$ cat config.mk
export PLATFORM = sky130hd
export DESIGN_NAME = char_addr_gen
export DESIGN_NICKNAME = d
export VERILOG_FILES = /design/src/rtl/char_gen_pkg.sv /design/src/rtl/char_slot_match.sv /design/src/rtl/char_addr_gen.sv
export SDC_FILE = /design/constraint.sdc
export NUM_CORES = 1
export LEC_CHECK = 0
export BUFFER_PORTS_ARGS = -buffer_cell sky130_fd_sc_hd__buf_2
export CAP_MARGIN = 20
export CORE_UTILIZATION = 25
export DETAILED_ROUTE_END_ITERATION = 10
export GPL_ROUTABILITY_DRIVEN = 0
export GPL_TIMING_DRIVEN = 0
export PLACE_DENSITY_LB_ADDON = 0.3
export SLEW_MARGIN = 20
export SYNTH_ARGS = -nofsm -noshare
export SYNTH_HDL_FRONTEND = slang
export SYNTH_SLANG_ARGS = --single-unit
$ cat constraint.sdc
create_clock -name clk -period 5.9 [get_ports clk]
set_input_delay 1.475 -clock clk [delete_from_list [all_inputs] [get_ports clk]]
set_output_delay 1.475 -clock clk [all_outputs]
set_load 0.05 [all_outputs]
$ cat src/rtl/char_gen_pkg.sv
// Shared types and width helpers for the multi-slot character address generator.
package char_gen_pkg;

  localparam int unsigned DEF_CNT_W   = 12;
  localparam int unsigned DEF_ASCII_W = 7;
  localparam int unsigned DEF_SCALE_W = 2;
  localparam int unsigned DEF_GLYPH_W = 8;
  localparam int unsigned DEF_GLYPH_H = 16;

  // Index width that never collapses to zero bits, so a single-slot build still has ports.
  function automatic int unsigned idx_w(input int unsigned n);
    return (n > 1) ? $clog2(n) : 1;
  endfunction

  function automatic int unsigned row_w(input int unsigned glyph_h);
    return idx_w(glyph_h);
  endfunction

  function automatic int unsigned col_w(input int unsigned glyph_w);
    return idx_w(glyph_w);
  endfunction

  // Slot record at the default widths; the top builds the same layout from its parameters.
  typedef struct packed {
    logic [DEF_ASCII_W-1:0] ascii;
    logic [DEF_CNT_W-1:0]   x;
    logic [DEF_CNT_W-1:0]   y;
    logic [DEF_SCALE_W-1:0] scale;
    logic                   on;
  } slot_t;

endpackage

$ cat src/rtl/char_slot_match.sv
// Combinational coverage test of one character slot against a pixel coordinate.
module char_slot_match #(
  parameter int unsigned CNT_W   = 12,
  parameter int unsigned SCALE_W = 2,
  parameter int unsigned GLYPH_W = 8,
  parameter int unsigned GLYPH_H = 16
) (
  input  logic [CNT_W-1:0]   hcnt,
  input  logic [CNT_W-1:0]   vcnt,
  input  logic [CNT_W-1:0]   x,
  input  logic [CNT_W-1:0]   y,
  input  logic [SCALE_W-1:0] scale,
  input  logic               on,
  output logic               match,
  output logic [CNT_W-1:0]   dx,
  output logic [CNT_W-1:0]   dy
);

  // Wide enough that neither the offsets nor the scaled glyph extent can wrap.
  localparam int unsigned EXT_W = CNT_W + SCALE_W + 4;

  logic [EXT_W-1:0] dx_ext, dy_ext, w_lim, h_lim;

  always_comb begin
    dx_ext = EXT_W'(hcnt) - EXT_W'(x);
    dy_ext = EXT_W'(vcnt) - EXT_W'(y);
    w_lim  = EXT_W'(GLYPH_W) << scale;
    h_lim  = EXT_W'(GLYPH_H) << scale;
    match  = on && (hcnt >= x) && (vcnt >= y) && (dx_ext < w_lim) && (dy_ext < h_lim);
    dx     = dx_ext[CNT_W-1:0];
    dy     = dy_ext[CNT_W-1:0];
  end

endmodule

$ cat src/rtl/char_addr_gen.sv
// Multi-slot glyph ROM address generator: slot file, per-slot match stage, priority/output stage.
module char_addr_gen
  import char_gen_pkg::*;
#(
  parameter int unsigned NUM_SLOTS = 8,
  parameter int unsigned CNT_W     = DEF_CNT_W,
  parameter int unsigned ASCII_W   = DEF_ASCII_W,
  parameter int unsigned GLYPH_W   = DEF_GLYPH_W,
  parameter int unsigned GLYPH_H   = DEF_GLYPH_H,
  parameter bit          ROW_FLIP  = 1'b1,
  parameter int unsigned SCALE_W   = DEF_SCALE_W,
  localparam int unsigned IDX_W    = idx_w(NUM_SLOTS),
  localparam int unsigned ROW_W    = row_w(GLYPH_H),
  localparam int unsigned COL_W    = col_w(GLYPH_W)
) (
  input  logic                     clk,
  input  logic                     rst,
  input  logic                     pix_valid,
  input  logic [CNT_W-1:0]         hcnt,
  input  logic [CNT_W-1:0]         vcnt,
  input  logic                     wr_en,
  input  logic [IDX_W-1:0]         wr_slot,
  input  logic [ASCII_W-1:0]       wr_ascii,
  input  logic [CNT_W-1:0]         wr_x,
  input  logic [CNT_W-1:0]         wr_y,
  input  logic [SCALE_W-1:0]       wr_scale,
  input  logic                     wr_on,
  output logic                     out_valid,
  output logic                     hit,
  output logic [IDX_W-1:0]         hit_slot,
  output logic [ASCII_W+ROW_W-1:0] addr,
  output logic [COL_W-1:0]         col
);

  typedef struct packed {
    logic [ASCII_W-1:0] ascii;
    logic [CNT_W-1:0]   x;
    logic [CNT_W-1:0]   y;
    logic [SCALE_W-1:0] scale;
    logic               on;
  } slot_rec_t;

  slot_rec_t            slots_q [NUM_SLOTS];
  logic [NUM_SLOTS-1:0] match_c, match_q;
  logic [CNT_W-1:0]     dx_c [NUM_SLOTS];
  logic [CNT_W-1:0]     dy_c [NUM_SLOTS];
  logic [CNT_W-1:0]     dx_q [NUM_SLOTS];
  logic [CNT_W-1:0]     dy_q [NUM_SLOTS];
  logic [ASCII_W-1:0]   ascii_q [NUM_SLOTS];
  logic [SCALE_W-1:0]   scale_q [NUM_SLOTS];
  logic                 v1_q;

  for (genvar g = 0; g < NUM_SLOTS; g++) begin : g_match
    char_slot_match #(
      .CNT_W  (CNT_W),
      .SCALE_W(SCALE_W),
      .GLYPH_W(GLYPH_W),
      .GLYPH_H(GLYPH_H)
    ) u_match (
      .hcnt (hcnt),
      .vcnt (vcnt),
      .x    (slots_q[g].x),
      .y    (slots_q[g].y),
      .scale(slots_q[g].scale),
      .on   (slots_q[g].on),
      .match(match_c[g]),
      .dx   (dx_c[g]),
      .dy   (dy_c[g])
    );
  end

  logic               sel_hit;
  logic [IDX_W-1:0]   sel_idx;
  logic [ROW_W-1:0]   row_c;
  logic [COL_W-1:0]   col_c;

  // Stage 2 priority: scanning downwards leaves the lowest matching index selected.
  always_comb begin
    sel_hit = 1'b0;
    sel_idx = '0;
    for (int i = int'(NUM_SLOTS) - 1; i >= 0; i--) begin
      if (match_q[i]) begin
        sel_hit = 1'b1;
        sel_idx = IDX_W'(i);
      end
    end
    col_c = COL_W'(dx_q[sel_idx] >> scale_q[sel_idx]);
    row_c = ROW_W'(dy_q[sel_idx] >> scale_q[sel_idx]);
    if (ROW_FLIP) row_c = ROW_W'(GLYPH_H - 1) - row_c;
  end

  always_ff @(posedge clk) begin
    if (rst) begin
      for (int i = 0; i < int'(NUM_SLOTS); i++) begin
        slots_q[i] <= '0;
        dx_q[i]    <= '0;
        dy_q[i]    <= '0;
        ascii_q[i] <= '0;
        scale_q[i] <= '0;
      end
      match_q   <= '0;
      v1_q      <= 1'b0;
      out_valid <= 1'b0;
      hit       <= 1'b0;
      hit_slot  <= '0;
      addr      <= '0;
      col       <= '0;
    end else begin
      if (wr_en && (32'(wr_slot) < NUM_SLOTS)) begin
        slots_q[wr_slot] <= '{ascii: wr_ascii, x: wr_x, y: wr_y, scale: wr_scale, on: wr_on};
      end
      // Stage 1 snapshots ascii/scale so a later write cannot tear an in-flight pixel.
      v1_q    <= pix_valid;
      match_q <= pix_valid ? match_c : '0;
      for (int i = 0; i < int'(NUM_SLOTS); i++) begin
        dx_q[i]    <= dx_c[i];
        dy_q[i]    <= dy_c[i];
        ascii_q[i] <= slots_q[i].ascii;
        scale_q[i] <= slots_q[i].scale;
      end
      out_valid <= v1_q;
      if (v1_q && sel_hit) begin
        hit      <= 1'b1;
        hit_slot <= sel_idx;
        addr     <= {ascii_q[sel_idx], row_c};
        col      <= col_c;
      end else begin
        hit      <= 1'b0;
        hit_slot <= '0;
        addr     <= '0;
        col      <= '0;
      end
    end
  end

endmodule

* Word-level counts from Yosys, hierarchy flattened
Memory sizes are Yosys's and may differ from the RTL's. A register that Yosys moved wholly into a read port is not among the register bits. Cells that the tools add are included.
Operators by class: add/subtract/negate cells 17, $lt $le $gt $ge 32, shift-type cells 18, mux-type cells 58, bitwise gates (word level) 34, reduce and logical (&&, ||, !) cells 36
Operators with widths (number):
- 18-bit less-than comparator | 16
- 12-bit by 12-bit subtractor with 13-bit output | 16
- 12-bit >= comparator | 16
- 12-bit two-way mux | 16
- 4-bit by 2-bit left shift with 18-bit output, first input constant | 8
- 5-bit by 2-bit left shift with 18-bit output, first input constant | 8
- 7-bit two-way mux | 8
- 34-bit two-way mux | 1
- 34-bit OR reduction | 1
- 1-bit logical AND | 33
- 1-bit OR | 32
- 3-bit two-way mux | 9
- 1-bit two-way mux | 16
- 2-bit two-way mux | 8
- 12-bit by 2-bit right shift with 3-bit output | 1
- 12-bit by 2-bit right shift with 4-bit output | 1
- 2-bit OR reduction | 2
- 4-bit subtractor, first input constant | 1
- 1-bit NOT | 2
Word-level totals: flip-flop bits (word level) 28, memory bits (writable) 536, memories 5
Memories:
- slots_q | depth 8, width 34, rd ports 8, clocked after Yosys merged registers in 0, wr ports 8, line char_addr_gen.sv:43 | slot_rec_t slots_q [NUM_SLOTS];
- dx_q | depth 8, width 12, rd ports 1, clocked after Yosys merged registers in 0, wr ports 8, line char_addr_gen.sv:47 | logic [CNT_W-1:0] dx_q [NUM_SLOTS];
- dy_q | depth 8, width 12, rd ports 1, clocked after Yosys merged registers in 0, wr ports 8, line char_addr_gen.sv:48 | logic [CNT_W-1:0] dy_q [NUM_SLOTS];
- ascii_q | depth 8, width 7, rd ports 1, clocked after Yosys merged registers in 1, wr ports 8, line char_addr_gen.sv:49 | logic [ASCII_W-1:0] ascii_q [NUM_SLOTS];
- scale_q | depth 8, width 2, rd ports 1, clocked after Yosys merged registers in 0, wr ports 8, line char_addr_gen.sv:50 | logic [SCALE_W-1:0] scale_q [NUM_SLOTS];

* Logic depth before layout (Yosys ltp)
Gate-level depths: netlist of run 1.
depth in word-level cells 11, gate-level depth with buffers 18, depth with buffers taken out 18

* Modules after synthesis
From an unflattened synthesis of run 1, not the netlist that was laid out.
Unflattened totals: cells, all modules 2792, area, all modules 28795.1 µm²
By module, submodules not included:
- char_addr_gen | times used 1, cells an instance 1171, area each 17225.3 µm²
- char_slot_match at g_match[0].u_match ... | times used 5, cells an instance 208, area each 1483.9 µm²
- char_slot_match at g_match[3].u_match | times used 1, cells an instance 209, area each 1475.2 µm²
- char_slot_match at g_match[7].u_match | times used 1, cells an instance 185, area each 1356.3 µm²
- char_slot_match at g_match[2].u_match | times used 1, cells an instance 187, area each 1318.8 µm²

* Least setup slack after synthesis of run 1
OpenSTA, ideal clock, no wires.
path type input to register, start input port hcnt[0], end register match_q[2], library setup time 0.092 ns, arrival 4.728 ns, path slack 1.080 ns, cell stages on the path 18, cell sequence inv_1 ha_1 fa_1 nor2b_1 o21ai_0 a21boi_0 o21ai_0 nor2b_1 xnor2_1 ha_1 nor2_1 o211ai_1 nor4_1 o2111ai_1 a311oi_1 o31ai_1 or4_1 nor4_1
Between the ends: word-level cells in the longest chain between the ends 5, elaborated cells on any way between the ends 7, those cells by class 1 x add/sub; 2 x order compare; 4 x reduce/logical
Ends and longest elaborated chain:
- start, declared | line char_addr_gen.sv:19 | input logic [CNT_W-1:0] hcnt,
- branches (longest 3 deep; another with 18-bit less-than comparator)
- 1-bit logical AND * (2 in series) | line char_slot_match.sv:29 | match = on && (hcnt >= x) && (vcnt >= y) && (dx_ext < w_lim) && (dy_ext < h_lim);
- end signal, assigned | line char_addr_gen.sv:114 | match_q <= pix_valid ? match_c : '0;
- end, declared | line char_addr_gen.sv:44 | logic [NUM_SLOTS-1:0] match_c, match_q;
Every way passes the cells marked *. A chain may end at the register's enable or synchronous reset.

==> results of run 1 <==
[power by group]
group	leakage [nW]	total (mW)	switching [mW]	internal [mW]
clock network	0.967	3.62	1.54	2.08
logic	7.58	1.91	1.21	0.699
registers	4.30	3.82	0.0738	3.75
total	12.8	9.35	2.82	6.52
[cell families (layout without fill, tap and decap cells)]
family,Yosys count,in the layout
flip-flops,476,476
AND/OR/NAND/NOR,1092,1092
other,0,7
multiplexers,58,58
AO/OA/AOI/OAI,503,503
adder cells (fa/ha/maj),272,272
buffers and inverters,308,502
XOR/XNOR,65,65
[cell type report]
type / count / area [um^2]
fillers: 11300 / 76200
clock buffers: 77 / 1660
plain buffers: 77 / 319
multi-input cells: 1990 / 14000
inverters: 231 / 871
diodes: 7 / 17.5
flip-flops and latches: 476 / 12300
well taps: 1403 / 1760
clock inverters: 30 / 280
repair buffers: 87 / 454
[cells in the mapped netlist (all sizes together) (7+ instances only)]
library cell  count
a2111oi           8
inv             231
xor2             25
buf              11
nand2b           48
a221o             7
o2111ai          14
fa               16
a221oi            7
and2            275
nand2           193
dfxtp           204
a21o             23
nor2            151
nand3            76
or2              30
o21ai           110
and3             17
ha              256
o31ai            10
nor3             51
nor4             14
a31oi            18
o22ai            16
nand3b            7
o31a             14
a31o              7
nor2b           195
edfxtp          272
a21boi           10
o211ai           10
mux2i            55
nand4            11
o21a             58
a21oi           116
a211oi           20
xnor2            40
or3               7
clkbuf           66
[state kept, by name (all words and copies together), names as in the netlist]
signal and flops:
hit 1, addr 11, slots_q 272, dy_q 56, col 3, scale_q 16, dx_q 48, match_q 8
v1_q 1, hit_slot 3, ascii_q 56, out_valid 1
[worst max path at each step]
stage	start	to	slack, ns	depth (start not counted)
6_report	vcnt[0]	match_q[0]$_SDFF_PP0_	0.22	15
3_5_place_dp	hcnt[1]	match_q[5]$_SDFF_PP0_	-0.99	17
3_3_place_gp	hcnt[1]	match_q[5]$_SDFF_PP0_	-1.68	17
4_1_cts	vcnt[0]	match_q[0]$_SDFF_PP0_	0.1	15
2_1_floorplan	hcnt[0]	match_q[2]$_SDFF_PP0_	1.08	18
5_1_grt	vcnt[0]	match_q[0]$_SDFF_PP0_	0.06	15
[per-layer routing]
| layer | global-route usage (%) | up-vias | routed length (um) |
|---|---|---|---|
| met5 | 0 | - | 34 |
| met4 | 4.63 | 8 | 2560 |
| met3 | 2.26 | 124 | 5370 |
| met2 | 28.4 | 630 | 44600 |
| met1 | 22.6 | 9956 | 43000 |
| li1 | - | 10000 | - |
[timing repair]
| item | CTS | global route |
|---|---|---|
| setup endpoints to repair | 3 | 4 |
| pin swaps | 0 | 1 |
| gates resized for setup | 4 | 6 |
| buffers inserted | 2 | 0 |
| hold endpoints to repair | 0 | 0 |
[through the flow]
step	cells	worst slack [ns]	utilization, %
floorplan	2774	1.08	-
global placement	4259	-1.68	27.4
detailed placement	4261	-0.988	27.4
CTS	4370	0.0976	29.3
global route	4372	0.0576	29.3
finish	4378	0.223	29.3
==> results.cfg, run 1 <==
[global_route]
grt_overflow = 0
grt_pass1_wl_um = 135000
grt_max_degree = 35
antenna_found_initial = 13
grt_pass1_vias = 19500
grtUsageTotal_pct = 16.9

[sta]
holdWs_ns = 0.446
fin_crit_sh_pct = 96.2
fin_crit_ns = 5.68
drv_slew = 0
relSlewSlack_pct = 15.7
finalHoldViolations = 0
rsz0062_at_grt = false
fin_skew_ns = 0.0567
final-setup-viol-count = 0
tightest_slew_ns = 1.25
max_clock_freq_mhz = 176
tns_ns = 0

[hold_path]
min_path_type = flip-flop to flip-flop
hold_path_end = ascii_q[1][0]$_SDFF_PP0_
min_path_cells = 1
hp-start = slots_q[1][27]$_SDFFCE_PN0P_

[clocking]
tritoncts = built
clock_path_buffers = 3
cts_buffers = 57
cts_sinks = 476
clock_latency_ns = 0.66
ctsHoldBuffers = 0
cts-root-buf = clkbuf_16
cts.htree.levels = 2
clk_pin_slew_ns = 0.06

[route]
drt_iter0_drc = 1614
wl_per_cell_um = 21.8
finalWirelength_um = 95600
vias = 20700
avgViaCountPerCell = 4.74
post-route-drc-count = 0
firstDrtPassIters = 6
drtAntennaViolNets = 0

[final_layout]
drive_above_1_share_pct = 8.39
layout.nets = 3257
layout_commonest_cell = and2_1
mostFrequentLayoutCells = 275 x and2_1, 272 x edfxtp_1, 256 x ha_1
area_growth_pct = 15.6
design_area_um2 = 31600

[setup_path]
reg2reg_to = match_q[2]$_SDFF_PP0_
required_ns = 6.34
worst_setup_path_end_kind = flip-flop
startpoint_type = input port
crit_path_top_delay_cell = xor2_1
r2r-start = slots_q[2][16]$_SDFFCE_PN0P_
slowest_delay_ns = 0.64
critical_path.top_delay_family = compound AO/OA/AOI/OAI gates
cp_cell_sequence = buf_2 > inv_1 > ha_1 > inv_1 > fa_1 > a21o_1 > a221oi_1 > nand2b_1 > xor2_1 > ha_1 > o21a_1 > o21ai_1 > o2111ai_1 > or4_1 > nor4_2
path_buf_inv = 3
timing.setup.critical_path_class = input port to flip-flop
reg2reg_slack_ns = 1.02
worstPathArrival_ns = 6.12
worstPathMaxFanout = 8
reg2regPathDepth = 14

[synth]
synth.area.top_cells = edfxtp_1 30%, dfxtp_1 15%, ha_1 12%
synthAdderAreaFrac_pct = 12.9
syn_nets = 3111
syn_area_per_cell_um2 = 9.85
yosysTopAreaCell = edfxtp_1
syn-instance-count = 2774
yosys.area_share.simple_pct = 21.5
synth-seq-cells = 476
syn_area_um2 = 27300
synthXorXnorAreaFrac_pct = 2.08
synth_top_area_share_pct = 29.9
yosysWarningCount = 0
synth_cell_types = 76
synth-async-reset-ratio_pct = 0
synth_top_family_by_area = simple AND/OR/NAND/NOR gates
ys.flop_type = edfxtp_1
synthMuxAreaShare_pct = 2.14
synth_edf_count = 272
synth_compound_area_share_pct = 12.3
seq_area_frac_synth_pct = 44.8

[power]
power_leakage_nw = 12.8
ir_drop_uv = 237
finalPower_mw = 9.35
power_density_nw_per_um2 = 296

[floorplanning]
io_pins = 84
chipWidth_um = 333
fp-row-count = 120
dieArea_um2 = 111000
initial_core_util_pct = 25.4
core-area_um2 = 108000
die_h_um = 333

[placement]
hpwl_um = 72000
placed_cell_area_um2 = 29600
io_buffers = 82

[status]
status = finished, final reports clean

[flow_run]
maxCapViolCount = 0
No activity file was read; power rests on OpenSTA's default activity.
==> run 2: changes to the inputs <==
--- a/config.mk
+++ b/config.mk
@@ -10,8 +10,8 @@
 export CORE_UTILIZATION = 25
 export DETAILED_ROUTE_END_ITERATION = 10
 export GPL_ROUTABILITY_DRIVEN = 0
-export GPL_TIMING_DRIVEN = 0
 export PLACE_DENSITY_LB_ADDON = 0.3
+export REMOVE_ABC_BUFFERS = 1
 export SLEW_MARGIN = 20
 export SYNTH_ARGS = -nofsm -noshare
 export SYNTH_HDL_FRONTEND = slang
==> run 2 against run 1 <==
Compared with the run above: cell count decreased by 1.3%; sequential share of layout area is essentially flat; critical path depth up 2; first-iteration DRC count shrank 10%; register-to-register slack improved by 0.68 ns; maximum frequency is 16% higher; design area about the same; routed wire length down 6.6%; sequential power hardly changed; global-route usage down 0.97 points; worst setup slack better by 0.80 ns; critical endpoint is now match_q[3]$_SDFF_PP0_; largest cell class unchanged; largest power group unchanged.
==> results.cfg, run 2 (synthesis gave the netlist of run 1 again) <==
[status]
status = finished, final reports clean

[sta]
rsz0062_at_grt = false
final-setup-viol-count = 0
fin_crit_sh_pct = 82.7
tightest_slew_ns = 1.08
relSlewSlack_pct = 27.8
tns_ns = 0
fin_skew_ns = 0.0271
holdWs_ns = 0.434
drv_slew = 0
finalHoldViolations = 0
fin_crit_ns = 4.88
max_clock_freq_mhz = 205

[route]
firstDrtPassIters = 7
drt_iter0_drc = 1452
vias = 20300
finalWirelength_um = 89300
drtAntennaViolNets = 0
wl_per_cell_um = 20.6
post-route-drc-count = 0
avgViaCountPerCell = 4.69

[clocking]
ctsHoldBuffers = 0
clock_latency_ns = 0.65
post_cts_buffers = 0
tritoncts = built
cts_sinks = 476
cts-root-buf = clkbuf_16
cts.htree.levels = 2
clock_path_buffers = 3
clk_pin_slew_ns = 0.07
cts_buffers = 55
ctsResizeCount = 0

[global_route]
grt_overflow = 0
grt_pass1_vias = 19700
grt_pass1_wl_um = 130000
grt_max_degree = 154
antenna_found_initial = 9
grtUsageTotal_pct = 15.9

[floorplanning]
core-area_um2 = 108000
io_pins = 84
initial_core_util_pct = 25.4
die_h_um = 333
dieArea_um2 = 111000
chipWidth_um = 333
fp-row-count = 120

[power]
ir_drop_uv = 235
power_leakage_nw = 12.9
power_density_nw_per_um2 = 300

[final_layout]
layout_commonest_cell = and2_1
top_register = slots_q
layout.nets = 3208
fillers = 11200
largest_reg_flops = 272
mostFrequentLayoutCells = 274 x and2_1, 272 x edfxtp_1, 256 x ha_1
reg.largest.list = slots_q x272, ascii_q x56, dy_q x56
drive_above_1_share_pct = 9.12
design_area_um2 = 31600
area_growth_pct = 15.7

[setup_path]
startpoint_type = input port
timing.setup.critical_path_class = input port to flip-flop
required_ns = 6.46
worst_setup_path_end_kind = flip-flop
worstPathArrival_ns = 5.45
worstPathMaxFanout = 7

[placement]
hpwl_um = 64500
io_buffers = 83
placed_cell_area_um2 = 29600

[flow_run]
maxCapViolCount = 0

[hold_path]
min_path_type = flip-flop to flip-flop
[run 2: power by group]
group          leakage [nW]  switching [mW]  internal [mW]  total (mW)
Sequential             4.30          0.0732           3.75        3.82
Clock                 0.999            1.50           2.30        3.80
Combinational          7.62            1.15          0.713        1.87
[run 2: path summary, 6_finish.rpt]
check	cells after the start	slack, ns	startpoint	endpoint
setup / recovery	17	1.02	hcnt[0]	match_q[3]$_SDFF_PP0_
hold / removal	1	0.43	slots_q[1][27]$_SDFFCE_PN0P_	ascii_q[1][0]$_SDFF_PP0_
setup reg to reg	17	1.70	slots_q[2][15]$_SDFFCE_PN0P_	match_q[2]$_SDFF_PP0_
hold reg to reg	1	0.43	slots_q[1][27]$_SDFFCE_PN0P_	ascii_q[1][0]$_SDFF_PP0_
[run 2: worst max-delay path, stage by stage]
cell and delay (ns):
buf_2 0.08, inv_1 0.06, buf_4 0.17, ha_1 0.23, fa_1 0.39, nor2b_1 0.31
o21ai_0 0.14, a21boi_0 0.39, ha_1 0.31, o21a_1 0.10, o21ai_0 0.15, nand2b_1 0.10
a2111oi_2 0.35, o2111ai_1 0.14, or4_1 0.52, nor4_1 0.27, o2111a_1 0.25
[run 2: cell type report]
class	instances	area [um^2]	area share, %
clock buffer	76	1630	5.16
antenna	2	5.00	0.0158
tap	1403	1760	5.55
multi-input combinational	1990	14000	44.2
clock inverter	28	418	1.32
sequential	476	12300	38.8
inverter	231	867	2.74
timing repair buffer	117	727	2.30
[run 2: layer usage]
layer,up-vias,wire (um),track usage [%]
met5,-,20,0
met4,2,3140,5.69
met3,129,4580,2.10
met2,502,41500,26.7
met1,9727,40000,21.0
li1,9918,-,-
[run 2: through the flow]
stage                     util, %  std cells  setup slack, ns  total power [mW]
after global routing         29.3       4322            0.586              9.91
after global placement       27.4       4217            0.415              5.74
after floorplan                 -       2697             1.08              5.03
after detailed placement     27.4       4217            0.327              5.74
after CTS                    29.3       4321            0.984              9.57
final                        29.3       4323             1.02              9.48
==> run 3: changes to the inputs <==
==> constraint.sdc (replaced) <==
create_clock -name clk -period 4.1 [get_ports clk]
set_input_delay 1.025 -clock clk [delete_from_list [all_inputs] [get_ports clk]]
set_output_delay 1.025 -clock clk [all_outputs]
set_load 0.05 [all_outputs]
==> run 3 against run 2 <==
Compared with the run above: critical path type unchanged; combinational power rose by 77%; largest power group unchanged; cell count rose by 6.5%; clock power rose by 22%; total power rose by 42%; worst setup slack got worse by 0.88 ns; die area did not move.
==> results.cfg, run 3 (synthesis gave the netlist of run 1 again) <==
[status]
status = finished, final reports clean

[sta]
fin_crit_sh_pct = 96.6
tightest_slew_ns = 1.08
rsz0062_at_grt = true
relSlewSlack_pct = 27.7
fin_skew_ns = 0.0207
max_clock_freq_mhz = 253
final-setup-viol-count = 0
drv_slew = 0
finalHoldViolations = 0
fin_crit_ns = 3.96

[final_layout]
reg.largest.list = slots_q x272, ascii_q x56, dy_q x56
largest_reg_flops = 272
drive_above_1_share_pct = 18.7
mostFrequentLayoutCells = 309 x buf_4, 274 x and2_1, 272 x edfxtp_1
area_growth_pct = 23.8
layout.nets = 3494
top_register = slots_q
design_area_um2 = 33800
layout_commonest_cell = buf_4

[route]
firstDrtPassIters = 6
drtAntennaViolNets = 0
drt_iter0_drc = 1399
finalWirelength_um = 91900
dr_wl_met3_um = 3510
vias = 21200
avgViaCountPerCell = 4.61
wl_per_cell_um = 20.0
wl_met2_um = 42600
topRoutingLayerUsed = met5
met1_length_um = 43200
post-route-drc-count = 0

[clocking]
tritoncts = built
cts.htree.levels = 2
clock_latency_ns = 0.63
ctsHoldBuffers = 0
clk_pin_slew_ns = 0.06
clock_path_buffers = 3
cts_sinks = 476
cts_buffers = 53
cts-root-buf = clkbuf_16

[setup_path]
required_ns = 4.65
crit_path_top_delay_cell = or4_4
slowest_delay_ns = 0.55
r2r-start = slots_q[2][4]$_SDFFCE_PN0P_
worstPathArrival_ns = 4.51
worst_setup_path_end_kind = flip-flop
startpoint_type = input port
critical_path.top_delay_family = compound AO/OA/AOI/OAI gates
timing.setup.critical_path_class = input port to flip-flop
reg2reg_slack_ns = 0.27
cp_cell_sequence = buf_2 > buf_4 > ha_1 > o31a_1 > a21oi_2 > ha_1 > o21a_1 > o21ai_1 > nand2b_1 > a2111oi_2 > o2111ai_1 > or4_4 > nor4_4 > o2111a_1
reg2reg_to = match_q[2]$_SDFF_PP0_
worstPathMaxFanout = 7
reg2regPathDepth = 18
path_buf_inv = 2
cp_common_cell = ha_1

[floorplanning]
die_h_um = 333
dieArea_um2 = 111000
core-area_um2 = 108000
io_pins = 84
chipWidth_um = 333
initial_core_util_pct = 25.4
fp-row-count = 120

[placement]
hpwl_um = 67600
placed_cell_area_um2 = 31600
io_buffers = 83

[power]
finalPower_mw = 13.5
swShare_pct = 29.8
combPwrFrac_pct = 24.6
p_seq_share_pct = 40.8
power_density_nw_per_um2 = 398
power_leakage_nw = 14.2
net-switching-power_mw = 4.01
internal_power_mw = 9.46
power_frac_clock_pct = 34.6
ir_drop_uv = 333

[flow_run]
maxCapViolCount = 0

[global_route]
grt_overflow = 0
grtUsageTotal_pct = 16.4
grt_pass1_wl_um = 135000
antenna_found_initial = 3
grt_pass1_vias = 20500
grt_max_degree = 125

[hold_path]
hp-start = slots_q[7][31]$_SDFFCE_PN0P_
min_path_cells = 1
hold_path_end = ascii_q[7][4]$_SDFF_PP0_
min_path_type = flip-flop to flip-flop
## run 3: worst max-delay path by stage
stage | to | cells after the start | start | slack [ns]
floorplan | match_q[2]$_SDFF_PP0_ | 18 | hcnt[0] | -0.27
global placement | match_q[2]$_SDFF_PP0_ | 19 | hcnt[0] | -0.94
detailed placement | match_q[2]$_SDFF_PP0_ | 19 | hcnt[0] | -0.95
CTS | match_q[5]$_SDFF_PP0_ | 20 | hcnt[0] | 0.006
global route | match_q[6]$_SDFF_PP0_ | 17 | vcnt[1] | -0.01
finish | match_q[3]$_SDFF_PP0_ | 14 | hcnt[2] | 0.14
## run 3: layer usage
metal  vias to the layer above  GRT usage (%)
met3                       102           1.64
met4                         2           5.12
li1                      10500              -
met1                     10200           22.4
met2                       438           27.1
met5                         -              0
## run 3: power by group through the flow
stage | Combinational, mW | Sequential (mW) | Clock [mW]
floorplan | 1.68 | 5.56 | 0
global placement | 3.18 | 5.60 | 0
global route | 3.62 | 5.53 | 4.92
finish | 3.31 | 5.50 | 4.65
CTS | 3.22 | 5.50 | 4.76
detailed placement | 3.17 | 5.60 | 0
## run 3: stage by stage
stage	TNS (ns)	utilization, %	setup slack, ns	hold slack (ns)	std cells
3_3_place_gp	-5.65	29.3	-0.935	0.432	4491
3_5_place_dp	-5.94	29.3	-0.955	0.436	4491
2_1_floorplan	-0.482	-	-0.268	0.429	2697
6_report	0	31.4	0.140	0.446	4606
5_1_grt	-0.0150	31.4	-0.0150	0.462	4605
4_1_cts	0	30.9	0.00597	0.448	4593
## run 3: area by class of cell
type	instances	area [um^2]
fillers	11100	74000
clock buffers	78	1520
well taps	1403	1760
flip-flops and latches	476	12300
diodes	1	2.50
repair buffers	405	2970
clock inverters	22	136
inverters	231	872
multi-input cells	1990	14300
## run 3: repair_timing
action	CTS	global route
cloned	0	0
pin swaps	8	49
setup endpoints to repair	7	8
resized for setup	24	88
buffers inserted	2	12
